[src/rtl/mem_arbiter.sv]
// mem_arbiter: round-robin arbiter sharing one synchronous-read RAM port between two masters.
// One access is registered onto the RAM port per cycle; read results are tagged back to the issuer.
module mem_arbiter #(
    parameter int AW = 9,
    parameter int DW = 16
) (
    input  logic          i_clk,
    input  logic          i_reset,
    input  logic [1:0]    i_m0_cmd,
    input  logic [AW-1:0] i_m0_addr,
    input  logic [DW-1:0] i_m0_wdata,
    output logic          o_m0_gnt,
    output logic          o_m0_rvalid,
    input  logic [1:0]    i_m1_cmd,
    input  logic [AW-1:0] i_m1_addr,
    input  logic [DW-1:0] i_m1_wdata,
    output logic          o_m1_gnt,
    output logic          o_m1_rvalid,
    output logic [DW-1:0] o_rdata,
    output logic [AW-1:0] o_ram_addr,
    output logic          o_ram_write,
    output logic [DW-1:0] o_ram_din,
    input  logic [DW-1:0] i_ram_dout
);
    localparam logic [1:0] MREAD  = 2'b01;
    localparam logic [1:0] MWRITE = 2'b10;

    typedef enum logic [1:0] {G_NONE, G_M0, G_M1} grant_t;
    typedef enum logic [1:0] {T_NONE, T_M0, T_M1} tag_t;

    grant_t        r_g, w_g_nxt;
    tag_t          r_tag, w_tag_nxt;
    logic          r_prio, w_prio_nxt;
    logic [AW-1:0] r_ram_addr, w_addr_nxt;
    logic [DW-1:0] r_ram_din, w_din_nxt;
    logic          r_ram_write, w_write_nxt;
    logic          w_elig0, w_elig1;

    // A master granted last cycle is masked so a held request is not issued twice.
    assign w_elig0 = (i_m0_cmd == MREAD || i_m0_cmd == MWRITE) && r_g != G_M0;
    assign w_elig1 = (i_m1_cmd == MREAD || i_m1_cmd == MWRITE) && r_g != G_M1;

    always_comb begin
        w_g_nxt     = G_NONE;
        w_prio_nxt  = r_prio;
        w_addr_nxt  = r_ram_addr;
        w_din_nxt   = r_ram_din;
        w_write_nxt = 1'b0;
        w_tag_nxt   = r_ram_write ? T_NONE : r_g == G_M0 ? T_M0 : r_g == G_M1 ? T_M1 : T_NONE;
        if (w_elig0 && (!w_elig1 || !r_prio))
            w_g_nxt = G_M0;
        else if (w_elig1)
            w_g_nxt = G_M1;
        if (w_g_nxt == G_M0) begin
            w_prio_nxt  = 1'b1;
            w_addr_nxt  = i_m0_addr;
            w_din_nxt   = i_m0_wdata;
            w_write_nxt = i_m0_cmd == MWRITE;
        end else if (w_g_nxt == G_M1) begin
            w_prio_nxt  = 1'b0;
            w_addr_nxt  = i_m1_addr;
            w_din_nxt   = i_m1_wdata;
            w_write_nxt = i_m1_cmd == MWRITE;
        end
    end

    always_ff @(posedge i_clk or posedge i_reset) begin
        if (i_reset) begin
            r_g         <= G_NONE;
            r_tag       <= T_NONE;
            r_prio      <= 1'b0;
            r_ram_addr  <= '0;
            r_ram_din   <= '0;
            r_ram_write <= 1'b0;
        end else begin
            r_g         <= w_g_nxt;
            r_tag       <= w_tag_nxt;
            r_prio      <= w_prio_nxt;
            r_ram_addr  <= w_addr_nxt;
            r_ram_din   <= w_din_nxt;
            r_ram_write <= w_write_nxt;
        end
    end

    assign o_m0_gnt    = r_g == G_M0;
    assign o_m1_gnt    = r_g == G_M1;
    assign o_m0_rvalid = r_tag == T_M0;
    assign o_m1_rvalid = r_tag == T_M1;
    assign o_rdata     = i_ram_dout;
    assign o_ram_addr  = r_ram_addr;
    assign o_ram_write = r_ram_write;
    assign o_ram_din   = r_ram_din;
endmodule

[config.mk]
export PLATFORM = sky130hd
export DESIGN_NAME = mem_arbiter
export DESIGN_NICKNAME = d
export VERILOG_FILES = /design/src/rtl/mem_arbiter.sv
export SDC_FILE = /design/constraint.sdc
export NUM_CORES = 1
export LEC_CHECK = 0
export BUFFER_PORTS_ARGS = -buffer_cell sky130_fd_sc_hd__clkbuf_2
export CELL_PAD_IN_SITES_DETAIL_PLACEMENT = 0
export CELL_PAD_IN_SITES_GLOBAL_PLACEMENT = 1
export CORE_MARGIN = 1.5
export CORE_UTILIZATION = 28
export DETAILED_ROUTE_END_ITERATION = 16
export PLACE_DENSITY_LB_ADDON = 0.1
export SLEW_MARGIN = 20
export SYNTH_ARGS = -nofsm -noshare
export SYNTH_HDL_FRONTEND = slang
export SYNTH_SLANG_ARGS = --single-unit
[constraint.sdc]
create_clock -name i_clk -period 2 [get_ports i_clk]
set_input_delay 0.2 -clock i_clk [delete_from_list [all_inputs] [get_ports i_clk]]
set_output_delay 0.2 -clock i_clk [all_outputs]
set_load 0.02 [all_outputs]
## Word level (Yosys, flattened, before mapping)

Index checks and enable logic that the tools add are counted.

- Bits in registers: 31
- Memory bits (writable): 0
- Memories: 0
- Bits in latches: 0
- Memory bits (read-only): 0

- Shifts and indexed selects: 0
- Multiplexer cells: 13
- Add/sub/neg operators: 0
- Reduce and logical (&&, ||, !) cells: 9
- Eq/ne operators: 12
- Multipliers: 0
- Divide/modulo/power cells: 0
- $lt $le $gt $ge: 0
- Bitwise logic cells: 0

Operator list:

| operator | number |
|---|---|
| $mux 16 | 2 |
| $mux 9 | 2 |
| $eq 2x1->1 const B | 5 |
| $eq 2x2->1 const B | 5 |
| $mux 2 | 5 |
| $mux 1 | 4 |
| $logic_and 1x1->1 | 3 |
| $logic_or 1x1->1 | 3 |
| $logic_not 1->1 | 2 |
| $ne 2x1->1 const B | 1 |
| $ne 2x2->1 const B | 1 |
| $reduce_bool 2->1 | 1 |

## Depth between registers and ports, before layout

Gate-level depths: netlist of the first run.

- Depth in word-level cells: 10
- Gate-level depth with buffers: 7

## Worst setup path before layout of the first run

Ideal clock, no wire load.

- Path type: input port to flip-flop
- Start point: input i_m0_cmd[0]
- End point: register r_ram_addr[0], in the netlist o_ram_addr[0]
- Stages: 7
- Data arrival time: 1.505 ns
- Buffers on the path: 1
- Setup slack: 0.369 ns
- Setup time: 0.126 ns
- Path through: inv_1 > ha_1 > nor3b_2 > o22ai_2 > buf_6 > and2_1 > a221o_1

- Longest elaborated chain between the ends: 7
- Elaborated cells on any way between the ends: 10

Ends and longest elaborated chain:

| what | RTL line | RTL |
|---|---|---|
| start: declaration | 9 | `input logic [1:0] i_m0_cmd,` |
| $eq 2x1->1 / $eq 2x2->1 (equally long branches) | 40 | `assign w_elig0 = (i_m0_cmd == MREAD \|\| i_m0_cmd == MWRITE) && r_g != G_M0;` |
| $logic_or 1x1->1 * | 40 |  |
| $logic_and 1x1->1 * | 40 |  |
| $logic_and 1x1->1 * | 50 | `if (w_elig0 && (!w_elig1 \|\| !r_prio))` |
| $mux 2 * | 50 |  |
| net w_g_nxt[1] | 31 | `grant_t r_g, w_g_nxt;` |
| $eq 2x1->1 / $eq 2x2->1 (equally long branches) | 54, 59 |  |
| $mux 9 / $reduce_bool 2->1 (equally long branches) | n/a |  |
| end signal: assignment | 79 | `r_ram_addr <= w_addr_nxt;` |
| end: declaration | 34 | `logic [AW-1:0] r_ram_addr, w_addr_nxt;` |

Mark *: on every way through the listed nets, which the timed path passes. The rest lies on a longest branch.
A chain may end at the register's enable or synchronous reset.

## Final worst setup path of the first run

- Start point: register r_g[0]
- End point: register r_ram_din[3], in the netlist o_ram_din[3]

- Longest elaborated chain between the ends: 8
- Elaborated cells on any way between the ends: 13

Ends and longest elaborated chain:

| what | RTL line | RTL |
|---|---|---|
| start: declaration | 31 |  |
| start signal: assignment | 76 | `r_g <= w_g_nxt;` |
| $ne 2x2->1 | 41 | `assign w_elig1 = (i_m1_cmd == MREAD \|\| i_m1_cmd == MWRITE) && r_g != G_M1;` |
| $logic_and 1x1->1 | 41 |  |
| $logic_not 1->1 | 50 |  |
| $logic_or 1x1->1 | 50 |  |
| $logic_and 1x1->1 | 50 |  |
| $mux 2 * | 50 |  |
| $eq 2x1->1 / $eq 2x2->1 (equally long branches) | 54, 59 |  |
| $mux 16 / $reduce_bool 2->1 (equally long branches) | n/a |  |
| end signal: assignment | 80 | `r_ram_din <= w_din_nxt;` |
| end: declaration | 35 | `logic [DW-1:0] r_ram_din, w_din_nxt;` |

Mark *: on every way between the ends. The rest lies on a longest branch, timed or not.

==> summary.txt, run 1 <==
Flow run
  • Max cap viols: 0

Setup path
  • Worst EP arrival: 1.83 ns
  • Crit Path Category: reg -> reg
  • Crit path max fanout: 25
  • Crit path cell chain: nor2b_1 -> o21ai_0 -> o21ai_4 -> a221o_1
  • Worst Path Buf+Inv: 0
  • Critical path endpoint category: flip-flop
  • Critical-path top delay cell: dfrtp_1
  • CP startpoint kind: flip-flop
  • Worst path top cell family by delay: compound AO/OA/AOI/OAI gates
  • CP Data Required Time: 2.15 ns
  • CP max stage delay: 0.43 ns

Timing
  • Final WS setup: 0.3198 ns
  • Final worst-path cycle share: 84.01%
  • Final max-slew violation count: 0
  • RSZ-0062 raised after global routing: no
  • Tightest Pin Transition: 0.7097 ns
  • Relative slew margins: 52.51%
  • Final Hold Fails: 0
  • Setup TNS: 0 ns
  • Hold Worst Slack: 0.1503 ns
  • Highest clock rate: 595.2 MHz
  • Worst Skew: 0.006451 ns
  • Setup Viol. Count Final: 0
  • Final min period: 1.680 ns

Layout
  • N_diodes: 0
  • Share of cells above drive strength 1: 49.76%
  • Final Util: 39.20%
  • Nets: 281
  • Layout Cells excl Fill: 277
  • Area growth, synth to finish: 31.60%
  • Final instance area: 2053 um2

Synth
  • Post-Syn Area: 1560 um2
  • Average cell area after synthesis: 11.91 um2
  • Sequential share of the synthesized area: 49.72%
  • Area contributors post-synth: dfrtp_1 (50%), a221o_1 (16%), and2_1 (8.0%)
  • Top cell type's share of synthesized area: 49.72%
  • Synth Register Bits: 31
  • Synth area leader: dfrtp_1
  • Syn Nets: 205
  • Cells after synthesis: 131
  • Yosys cell types: 23
  • Yosys warning count: 0

Placed design
  • Cell area after placement: 1948 um2
  • Placed insts: 269
  • PortBufs: 85
  • HPWL Detailed: 2821 um
  • Worst slack, placed: -0.01667 ns
  • Routability Congestion: 0.7676

Clock tree
  • CTS Sinks: 31
  • H-tree lvl count: 2
  • Clock Tree Buf Depth: 2
  • Clock insertion delay at the later pin of the skew report: 0.28 ns
  • Root Buffer: clkbuf_8
  • Post-CTS Setup Inserts: 0
  • Reg clk slew, reported paths: 0.07 ns
  • CTS Buf Count: 5
  • PostCTS Resize Cnt: 0
  • Hold-fix buffers at CTS: 1
  • CTS tree: built

GRT
  • Initial antenna violation count: 0
  • Vias in the first global route: 1345
  • First-pass GRT wire length: 6382 um
  • Largest net degree at the start of global routing: 32
  • Gr ovfl total: 0
  • Global Route Usage Sum: 13.38%

Floorplan
  • Die boundary width: 77.65 um
  • I/O Pins: 118
  • Rows: 26
  • Initial core utilization: 29.79%
  • Core Area: 5238 um2
  • Full die area: 6029 um2
  • Die Y: 77.65 um

Route
  • Routed wire per std cell: 13.79 um
  • DRC viols: 0
  • Starting DRC count in detailed routing: 36
  • Drt pass-1 iters: 4
  • WL final: 3820 um
  • Detailed-route via count: 1282
  • ANT nets after route: 0
  • Via/cell ratio: 4.628

Min path
  • Worst Hold Class: in -> reg

Power
  • Pleak: 1.065 nW
  • Worst vdd ir: 0.4988 mV
  • Pwr Total: 3.086 mW
  • Power per cell area: 1503 nW/um2

Outcome
  • Status: finished clean
-- power breakdown --
group / leakage (nW) / switching (mW) / internal, mW
combinational: 0.640 / 0.844 / 0.628
sequential: 0.377 / 0.199 / 0.926
clock: 0.0470 / 0.220 / 0.269
-- Yosys cell counts --
cell      count
a21oi_1       2
a221o_1      25
a22o_1        1
and2_0        5
and2_1       20
buf_2         2
buf_4        16
buf_6         4
dfrtp_1      31
ha_1          2
inv_1         6
maj3_4        1
nand2b_1      1
nor2_1        2
nor2_4        1
nor2b_1       4
nor2b_4       1
nor3b_2       1
o21ai_0       2
o21ai_2       1
o21bai_1      1
o22ai_2       1
or2b_1        1
-- logic make-up after synthesis --
family / synth area share (%)
DFF: 49.72
buffers and inverters: 12.67
AOI/OAI and AO/OA: 19.73
and+or+nand+nor: 15.40
adders and majority gates: 2.486
-- registers in the layout, indices dropped and copies added, names as in the netlist --
signal       cells
o_ram_din       16
o_ram_addr       9
r_g              2
r_tag            2
o_ram_write      1
r_prio           1
-- final cells by class --
type	count	area, um2
clock buffers	6	82.58
repair buffers	91	485.5
inverters	6	22.52
multi-input cells	72	594.3
flip-flops and latches	31	775.7
clock inverters	1	5.005
fillers	530	3184
well taps	70	87.58
-- final timing paths --
path	start	end	slack (ns)	depth (start not counted)
min	i_m0_wdata[13]	o_ram_din[13]	0.15	2
min in group asynchronous	i_reset	o_ram_din[11]	0.52	4
max	r_g[0]	o_ram_din[3]	0.32	4
max in group asynchronous	i_reset	o_ram_addr[7]	1.18	4
min reg2reg	o_ram_write	r_tag[0]	0.45	1
max reg2reg	r_g[0]	o_ram_din[3]	0.32	4
-- cell usage in the layout (no fill, tap or decap), types with 2 or more instances in the layout --
cell      synthesis  final
clkbuf_2          0     85
nor2b_1           4      4
and2_1           20     20
clkbuf_8          0      6
and2_0            5      5
ha_1              2      2
a221o_1          25     25
o21ai_0           2      2
a21oi_1           2      2
nor2_1            2      2
dfrtp_1          31     31
inv_1             6      6
buf_4            16      4
-- routing by layer --
layer / wire length [um] / up-vias / track usage (%)
li1: - / 606 / -
met5: 0 / - / 0
met1: 1712 / 598 / 16.69
met4: 46 / 0 / 4.364
met3: 358 / 5 / 4.941
met2: 1702 / 73 / 21.30
Power figures use the tool's default switching activity.
==> run 2, diff against run 1 <==
--- a/config.mk
+++ b/config.mk
@@ -9,7 +9,7 @@
 export CELL_PAD_IN_SITES_DETAIL_PLACEMENT = 0
 export CELL_PAD_IN_SITES_GLOBAL_PLACEMENT = 1
 export CORE_MARGIN = 1.5
-export CORE_UTILIZATION = 28
+export CORE_UTILIZATION = 25
 export DETAILED_ROUTE_END_ITERATION = 16
 export PLACE_DENSITY_LB_ADDON = 0.1
 export SLEW_MARGIN = 20
==> constraint.sdc (replaced) <==
create_clock -name i_clk -period 1.4 [get_ports i_clk]
set_input_delay 0.14 -clock i_clk [delete_from_list [all_inputs] [get_ports i_clk]]
set_output_delay 0.14 -clock i_clk [all_outputs]
set_load 0.02 [all_outputs]
==> run 2 against run 1 <==
The run now ends with negative setup slack left. Combinational power is 78% higher. Worst setup slack worse by 0.43 ns. Non-clock buffer count is 12 higher. Sequential share of layout area is 4.2 points lower. Clock skew is 0.0024 ns lower. Power is 62% higher. Wire length is 17% higher. First-iteration DRC count is 14% higher. Clock-buffer cell count is 2 higher. Sequential power is 44% higher. Via count is 5.3% higher. Critical endpoint unchanged. Largest cell class unchanged.
==> summary.txt, run 2 (synthesis gave the netlist of run 1 again) <==
Power
  • Pwr Total: 5.007 mW
  • Power Internal: 3.005 mW
  • Clock Power Share: 15.2%
  • Pleak: 1.166 nW
  • Power per cell area: 2164 nW/um2
  • Sw Share: 39.98%
  • Worst vdd ir: 0.8447 mV
  • Switch Pwr: 2.002 mW
  • Combinational Power Share: 52.3%
  • Seq pwr share: 32.5%

Setup path
  • Worst EP arrival: 1.66 ns
  • Crit path max fanout: 7
  • CP Data Required Time: 1.55 ns
  • Critical-path top delay cell: dfrtp_2
  • CP startpoint kind: flip-flop
  • CP max stage delay: 0.46 ns
  • Worst Path Buf+Inv: 1
  • Crit Path Category: reg -> reg
  • Critical path endpoint category: flip-flop
  • Crit path cell chain: nor3b_4 -> buf_6 -> o22ai_4 -> and2_1 -> a221o_1
  • Worst path top cell family by delay: flip-flops

GRT
  • First-pass GRT wire length: 6782 um
  • Largest net degree at the start of global routing: 32
  • Global Route Usage Sum: 13.84%
  • Vias in the first global route: 1396
  • Initial antenna violation count: 0
  • Gr ovfl total: 0

Placed design
  • PortBufs: 85
  • Cell area after placement: 2066 um2
  • Worst slack, placed: -0.2481 ns
  • HPWL Detailed: 3065 um
  • Routability Congestion: 0.6867

Route
  • Drt pass-1 iters: 4
  • Starting DRC count in detailed routing: 41
  • Via/cell ratio: 4.545
  • Detailed-route via count: 1350
  • ANT nets after route: 0
  • DRC viols: 0
  • WL final: 4460 um
  • Routed wire per std cell: 15.02 um

Timing
  • Setup Viol. Count Final: 27
  • Final max-slew violation count: 0
  • Tightest Pin Transition: 0.3964 ns
  • Highest clock rate: 664.3 MHz
  • Setup TNS: -2.464 ns
  • Final WS setup: -0.1053 ns
  • Relative slew margins: 73.58%
  • Final worst-path cycle share: 107.5%
  • Worst Skew: 0.004099 ns
  • Hold Worst Slack: 0.09023 ns
  • Final min period: 1.505 ns
  • RSZ-0062 raised after global routing: yes
  • Final Hold Fails: 0

Layout
  • N_diodes: 0
  • Commonest non-fill, non-tap cells in the layout: clkbuf_2 (83), dfrtp_1 (30), a221o_1 (25), and2_1 (16), buf_4 (11)
  • Final instance area: 2313 um2
  • Nets: 295
  • Area growth, synth to finish: 48.28%
  • Most common cell after layout, fill and taps aside: clkbuf_2
  • Max reg flops: 16
  • # fillers: 594
  • Share of cells above drive strength 1: 59.46%

Floorplan
  • Initial core utilization: 26.04%
  • Die Y: 82 um
  • Die boundary width: 82 um
  • I/O Pins: 118
  • Core Area: 5991 um2
  • Full die area: 6724 um2
  • Rows: 28

Clock tree
  • Reg clk slew, reported paths: 0.06 ns
  • Root Buffer: clkbuf_8
  • CTS Buf Count: 5
  • H-tree lvl count: 2
  • Clock insertion delay at the later pin of the skew report: 0.28 ns
  • CTS tree: built
  • CTS Sinks: 31
  • Clock Tree Buf Depth: 2

Outcome
  • Failing checks: negative setup slack
  • Status: finished with violations

Flow run
  • Max cap viols: 0

Min path
  • Worst Hold Class: in -> reg
## run 2: cell count changes in the layout (fill, tap and decap cells not counted), sizes merged
cell,change
buf,+14
clkinv,-1
o22ai,+2
## run 2: per-layer routing
layer  vias up  global-route usage, %  wire, um
li1        643                      -         -
met1       620                  16.20      1865
met2        78                  22.70      2063
met3         9                  5.778       458
met4         0                  4.746        73
met5         -                      0         0
## run 2: final cells by class
type / count / area (um2) / share of cell area, %
clock buffer: 8 / 100.1 / 4.327
inverter: 6 / 25.02 / 1.082
multi-input combinational: 74 / 704.4 / 30.45
sequential: 31 / 777.0 / 33.59
tap: 75 / 93.84 / 4.056
timing repair buffer: 103 / 613.1 / 26.50
## run 2: worst paths after layout
path | slack, ns | cells after the start | end | start
setup / recovery | -0.11 | 5 | o_ram_din[3] | r_prio
hold / removal | 0.09 | 2 | o_ram_din[10] | i_m0_wdata[10]
setup reg to reg | -0.11 | 5 | o_ram_din[3] | r_prio
hold reg to reg | 0.45 | 1 | r_tag[1] | o_ram_write
max in group asynchronous | 0.61 | 4 | r_prio | i_reset
min in group asynchronous | 0.48 | 4 | o_ram_din[11] | i_reset
## run 2: stage by stage
step,utilization [%],instances
2_1_floorplan,-,131
3_3_place_gp,34.48,281
3_5_place_dp,34.48,281
4_1_cts,38.16,297
5_1_grt,38.62,297
6_report,38.62,297
## run 2: what timing repair did
item / in CTS / in global routing
gates cloned: 2 / 0
resized for setup: 11 / 15
hold buffers: 1 / 0
buffers inserted: 5 / 0
endpoints found under the hold margin: 31 / 0
endpoints found under the setup margin: 27 / 28
pin swaps: 4 / 9
## run 2: power groups by stage
stage | combinational, mW | sequential (mW) | clock, mW
after global placement | 2.29 | 1.61 | 0
after global routing | 2.83 | 1.68 | 0.843
final | 2.62 | 1.63 | 0.762
after CTS | 2.60 | 1.62 | 0.799
after detailed placement | 2.33 | 1.60 | 0
after floorplan | 1.09 | 2.05 | 0
